--- config.mk ---
export PLATFORM = sky130hd
export DESIGN_NAME = mcpu_run_monitor
export DESIGN_NICKNAME = d
export VERILOG_FILES = /design/src/rtl/mcpu_run_monitor.sv
export SDC_FILE = /design/constraint.sdc
export NUM_CORES = 1
export LEC_CHECK = 0
export BUFFER_PORTS_ARGS = -buffer_cell sky130_fd_sc_hd__buf_2
export CORE_ASPECT_RATIO = 1.4
export CORE_MARGIN = 2
export CORE_UTILIZATION = 54
export DETAILED_ROUTE_END_ITERATION = 8
export PLACE_DENSITY = 0.76
export SYNTH_ARGS = -nofsm -noshare
export SYNTH_HDL_FRONTEND = slang
export SYNTH_SLANG_ARGS = --single-unit
--- constraint.sdc ---
create_clock -name i_clk -period 5.2 [get_ports i_clk]
set_clock_uncertainty 0.05 [all_clocks]
set_input_delay 0.26 -clock i_clk [delete_from_list [all_inputs] [get_ports i_clk]]
set_output_delay 0.26 -clock i_clk [all_outputs]
set_load 0.01 [all_outputs]
--- src/rtl/mcpu_run_monitor.sv ---
// Run controller beside MultiCycleCPU: holds the CPU in reset for a programmable time, runs it
// under a watchdog, counts cycles and instructions, and keeps a circular trace of data changes.
module mcpu_run_monitor #(
  parameter int                 DATA_W       = 32,
  parameter int                 STATE_W      = 8,
  parameter logic [STATE_W-1:0] FETCH_STATE  = 8'h00,
  parameter logic [STATE_W-1:0] HALT_STATE   = 8'hFF,
  parameter int                 RESET_CYCLES = 2,
  parameter int                 MAX_CYCLES   = 50,
  parameter int                 TRACE_DEPTH  = 8,
  parameter int                 CNT_W        = 16,
  localparam int                TRACE_AW     = $clog2(TRACE_DEPTH)
) (
  input  logic                i_clk,
  input  logic                i_rst,
  input  logic                i_start,
  input  logic [STATE_W-1:0]  i_state,
  input  logic [DATA_W-1:0]   i_data_out,
  input  logic [TRACE_AW-1:0] i_rd_idx,
  output logic                o_cpu_rst_n,
  output logic                o_running,
  output logic                o_done,
  output logic                o_timeout,
  output logic [CNT_W-1:0]    o_cycle_cnt,
  output logic [CNT_W-1:0]    o_instr_cnt,
  output logic [TRACE_AW:0]   o_trace_cnt,
  output logic [DATA_W-1:0]   o_rd_data
);

  // state   | meaning
  // IDLE    | CPU in reset, waiting for i_start
  // HOLD    | CPU in reset, hold timer counting down
  // RUN     | CPU released, counting and tracing
  // DONE    | halt seen, CPU back in reset, results frozen
  // TIMEOUT | watchdog expired, CPU back in reset, results frozen
  typedef enum logic [2:0] {IDLE, HOLD, RUN, DONE, TIMEOUT} state_e;

  localparam int HOLD_W = $clog2(RESET_CYCLES) + 1;

  state_e              state_q, state_d;
  logic [HOLD_W-1:0]   hold_q, hold_d;
  logic [CNT_W-1:0]    cycle_q, cycle_d;
  logic [CNT_W-1:0]    instr_q, instr_d;
  logic [TRACE_AW:0]   tcnt_q, tcnt_d;
  logic [TRACE_AW-1:0] wptr_q, wptr_d;
  logic [DATA_W-1:0]   last_q, last_d;
  logic [STATE_W-1:0]  prev_q, prev_d;
  logic                first_q, first_d;
  logic                done_q, done_d;
  logic                timeout_q, timeout_d;
  logic                cpu_rst_n_q, cpu_rst_n_d;
  logic [DATA_W-1:0]   rd_data_q, rd_data_d;
  logic                wr_en;
  logic [TRACE_AW-1:0] oldest;
  logic [DATA_W-1:0]   mem_q [TRACE_DEPTH];

  always_comb begin
    state_d   = state_q;
    hold_d    = hold_q;
    cycle_d   = cycle_q;
    instr_d   = instr_q;
    tcnt_d    = tcnt_q;
    wptr_d    = wptr_q;
    last_d    = last_q;
    prev_d    = prev_q;
    first_d   = first_q;
    done_d    = done_q;
    timeout_d = timeout_q;
    wr_en     = 1'b0;
    case (state_q)
      IDLE, DONE, TIMEOUT: begin
        if (i_start) begin
          state_d   = HOLD;
          hold_d    = HOLD_W'(RESET_CYCLES - 1);
          cycle_d   = '0;
          instr_d   = '0;
          tcnt_d    = '0;
          wptr_d    = '0;
          done_d    = 1'b0;
          timeout_d = 1'b0;
        end
      end
      HOLD: begin
        if (hold_q == '0) begin
          state_d = RUN;
          first_d = 1'b1;
        end else begin
          hold_d = hold_q - 1'b1;
        end
      end
      RUN: begin
        first_d = 1'b0;
        prev_d  = i_state;
        cycle_d = cycle_q + 1'b1;
        if (i_state == FETCH_STATE && (first_q || i_state != prev_q))
          instr_d = instr_q + 1'b1;
        if (first_q || i_data_out != last_q) begin
          wr_en  = 1'b1;
          last_d = i_data_out;
          wptr_d = wptr_q + 1'b1;
          if (tcnt_q != (TRACE_AW+1)'(TRACE_DEPTH))
            tcnt_d = tcnt_q + 1'b1;
        end
        // Halt takes priority over a watchdog expiring on the same edge.
        if (i_state == HALT_STATE) begin
          state_d = DONE;
          done_d  = 1'b1;
        end else if (cycle_q == CNT_W'(MAX_CYCLES - 1)) begin
          state_d   = TIMEOUT;
          timeout_d = 1'b1;
        end
      end
      default: state_d = IDLE;
    endcase
    cpu_rst_n_d = (state_d == RUN);
  end

  // Until the buffer has wrapped the oldest entry sits at slot 0; afterwards it is at wptr.
  always_comb begin
    oldest    = (tcnt_q == (TRACE_AW+1)'(TRACE_DEPTH)) ? wptr_q : '0;
    rd_data_d = '0;
    if ({1'b0, i_rd_idx} < tcnt_q)
      rd_data_d = mem_q[oldest + i_rd_idx];
  end

  always_ff @(posedge i_clk or posedge i_rst) begin
    if (i_rst) begin
      state_q     <= IDLE;
      hold_q      <= '0;
      cycle_q     <= '0;
      instr_q     <= '0;
      tcnt_q      <= '0;
      wptr_q      <= '0;
      last_q      <= '0;
      prev_q      <= '0;
      first_q     <= 1'b0;
      done_q      <= 1'b0;
      timeout_q   <= 1'b0;
      cpu_rst_n_q <= 1'b0;
      rd_data_q   <= '0;
    end else begin
      state_q     <= state_d;
      hold_q      <= hold_d;
      cycle_q     <= cycle_d;
      instr_q     <= instr_d;
      tcnt_q      <= tcnt_d;
      wptr_q      <= wptr_d;
      last_q      <= last_d;
      prev_q      <= prev_d;
      first_q     <= first_d;
      done_q      <= done_d;
      timeout_q   <= timeout_d;
      cpu_rst_n_q <= cpu_rst_n_d;
      rd_data_q   <= rd_data_d;
    end
  end

  // Entries past o_trace_cnt are masked on read, so the storage itself needs no reset.
  always_ff @(posedge i_clk) begin
    if (wr_en)
      mem_q[wptr_q] <= i_data_out;
  end

  assign o_cpu_rst_n = cpu_rst_n_q;
  assign o_running   = (state_q == RUN);
  assign o_done      = done_q;
  assign o_timeout   = timeout_q;
  assign o_cycle_cnt = cycle_q;
  assign o_instr_cnt = instr_q;
  assign o_trace_cnt = tcnt_q;
  assign o_rd_data   = rd_data_q;

endmodule

==> run_results.csv <==
group,metric,value,unit
sta,fin_crit_sh,0.680,
cells_and_area,drive_gt1_frac,0.241,
place,dp_slack,1620,ps
place,io_buffers,117,
synthesis,yosysTopAreaCellShare,0.500,
global_route,grt_first_pass_wirelength,52.1,mm
sta,min_period,3540,ps
cells_and_area,multi_input_area,4440,um2
synthesis,synth_common_cells,"edfxtp_1 (256), nand2_1 (138), dfrtp_1 (120), mux4_2 (63), a21oi_1 (40)",
global_route,busiest_layer,"met2",
worst_setup_path,worstSetupStartpoint,"o_trace_cnt[0]$_DFFE_PP0P_",
synthesis,synthXorXnorAreaFrac,0.0256,
floorplanning,std_cell_rows,73,
global_route,overflow,0,
synthesis,synthTopCellsByArea,"edfxtp_1 (50%), dfrtp_1 (20%), mux4_2 (9.2%)",
clock_tree,cts_tree,"built",
synthesis,synthFlopType,"edfxtp_1",
synthesis,synth_edf_count,256,
global_route,antenna_found_initial,0,
drt,routed-via-count,9032,
global_route,grt_max_degree,65,
drt,vias_per_cell,5.82,
worst_setup_path,worstPathArrival,3900,ps
synthesis,yosysTopAreaCell,"edfxtp_1",
synthesis,synth_top_family_by_area,"multiplexers",
power,power.total,7.45,mW
power,leakagePower,6.81,nW
cells_and_area,fill_cells,1986,
global_route,met1_usage,0.291,
worst_setup_path,worstPathMaxFanout,14,
clock_tree,post_cts_resized,0,
synthesis,synth_seq_cells,376,
cells_and_area,register_area,10700,um2
cells_and_area,fin_area,17900,um2
drt,final_antenna_net_count,0,
synthesis,synth_cell_type_count,56,
place,routabilityCongestion,0.851,
flow_run,cap_violations,0,
synthesis,syn_inst,991,
sta,hold_viol,0,
drt,totalWireLength,33.1,mm
worst_setup_path,r2r-end,"o_rd_data[30]$_DFF_PP0_",
global_route,track_usage,0.227,
drt,route.detailed.drc,0,
worst_setup_path,path_class,"register to register",
worst_setup_path,cp.required,5560,ps
synthesis,ys_seq_area_frac,0.696,
drt,drtIter0Drc,642,
clock_tree,cts.sinks,376,
floorplanning,dieWidth,147,um
cells_and_area,diodes,0,
drt,wl_per_cell,21.3,um
sta,layout_setup_ws,1660,ps
synthesis,synth-simple-area-share,0.0848,
clock_tree,cts-htree-levels,2,
clock_tree,clk_latency,530,ps
global_route,first_global_vias,9272,
floorplanning,die_y,204,um
clock_tree,clock_path_buffers,3,
synthesis,avgSynthCellArea,15.5,um2
cells_and_area,area_growth,16.4,%
sta,rsz0062_at_grt,"false",
place,dpl.hpwl,19.5,mm
synthesis,synth.area.mux_share,0.115,
worst_setup_path,ff2ff_setup_slack,1660,ps
synthesis,yosys.area_share.adder,0.00944,
worst_hold_path,holdCritPathClass,"input port to register",
sta,worstMarginPinSlew,1180,ps
sta,max_freq,283,MHz
synthesis,async_flop_share,0.319,
drt,first_pass_iters,5,
worst_setup_path,cp-end-kind,"register",
global_route,use_met3,0.0400,
outcome,status,"finished clean",
worst_setup_path,start_kind,"register",
synthesis,synth_compound_area_frac,0.0478,
synthesis,synth.net_count,1048,
global_route,grtUsageMet2,0.392,
clock_tree,numCtsBuffers,36,
floorplanning,io_pins,118,
place,place_area,16500,um2
floorplanning,core,28200,um2
sta,setup_viol,0,
worst_setup_path,r2r_start,"o_trace_cnt[0]$_DFFE_PP0P_",
worst_setup_path,reg2reg_depth,12,
synthesis,yosys_warnings,0,
power,power_density,416,nW/um2
sta,finalMaxSlewViolations,0,
sta,relSlewSlack,0.212,
floorplanning,die_area,29800,um2
power,vdd.ir_drop.worst,0.281,mV
cells_and_area,final_net_count,1207,
synthesis,synth_most_common_cell,"edfxtp_1",
worst_setup_path,crit_end,"o_rd_data[30]$_DFF_PP0_",
clock_tree,path_clk_slew,60,ps
floorplanning,initial_utilization,0.544,
synthesis,synth_area,15400,um2
clock_tree,cts_root_buffer,"clkbuf_16",
[critical path, stage by stage, from the launching register on]
cell and delay (ps):
dfrtp_1 450, inv_1 130, ha_1 190, nand3_1 170, nor2_1 200, ha_4 140
inv_1 50, fa_2 350, xor2_1 500, xor2_4 480, mux2_2 390, o32ai_1 240
nor3_1 70
[through the flow]
stage | std cells | utilization | hold slack (ps) | TNS (ps)
final | 1551 | 0.634 | 13.3 | 0
after floorplan | 991 | - | 309 | -10400
after detailed placement | 1466 | 0.586 | 332 | 0
after global routing | 1551 | 0.634 | 25.3 | 0
after global placement | 1466 | 0.586 | 330 | 0
after CTS | 1551 | 0.634 | 3.15 | 0
[power breakdown]
group	switching, mW	total, mW	leakage (nW)	internal, mW
clock	1.07	2.52	0.546	1.45
sequential	0.209	3.74	3.87	3.53
combinational	0.717	1.19	2.39	0.470
total	2.00	7.45	6.81	5.45
[cell families after synthesis]
group / Yosys count
flops: 376
compound gates: 117
mux: 95
xor+xnor: 45
fa+ha+maj: 11
buf+inv: 78
simple gates: 269
[repair_timing]
item                      CTS  global route
hold buffers               21             0
setup buffers               0             0
hold endpoints to repair  139             0
[cell usage in the layout (no fill, tap or decap), types with 22 or more instances in the layout]
cell and instances:
mux4_2 63, o21ai_0 24, buf_2 117, inv_1 32, xor2_1 36, edfxtp_1 256
dfrtp_1 120, mux2_1 22, buf_4 27, nor2_1 23, nand2_1 138, clkbuf_16 37
a21oi_1 40, nand3_1 23
[flip-flops by register name (all words and copies together) (netlist names)]
register     flops
o_trace_cnt      4
mem_q          256
o_rd_data       32
first_q          1
o_instr_cnt     16
hold_q           2
last_q          32
wptr_q           3
o_cycle_cnt     16
prev_q           8
state_q          3
o_cpu_rst_n      1
o_done           1
o_timeout        1
[worst min path at each step]
| stage | endpoint | slack (ps) | startpoint | depth (start not counted) |
|---|---|---|---|---|
| floorplan | mem_q[0][0]$_DFFE_PP_ | 310 | i_data_out[0] | 0 |
| global placement | o_rd_data[28]$_DFF_PP0_ | 330 | i_rst | 2 |
| detailed placement | o_rd_data[28]$_DFF_PP0_ | 330 | i_rst | 2 |
| CTS | mem_q[1][19]$_DFFE_PP_ | 3 | i_data_out[19] | 1 |
| global route | mem_q[6][5]$_DFFE_PP_ | 30 | i_data_out[5] | 1 |
| finish | mem_q[1][19]$_DFFE_PP_ | 10 | i_data_out[19] | 1 |
[cell type report]
type,count,share of cell area
clock inverters,17,0.00798
well taps,375,0.0262
repair buffers,166,0.0570
flip-flops and latches,376,0.598
inverters,33,0.00721
clock buffers,47,0.0556
multi-input cells,537,0.248
[routing by layer]
| layer | wire [um] | share of wire |
|---|---|---|
| met1 | 12800 | 0.39 |
| met2 | 17100 | 0.52 |
| met3 | 2100 | 0.063 |
| met4 | 1100 | 0.033 |
| met5 | 0 | 0 |
(Power assumes the default switching activity.)
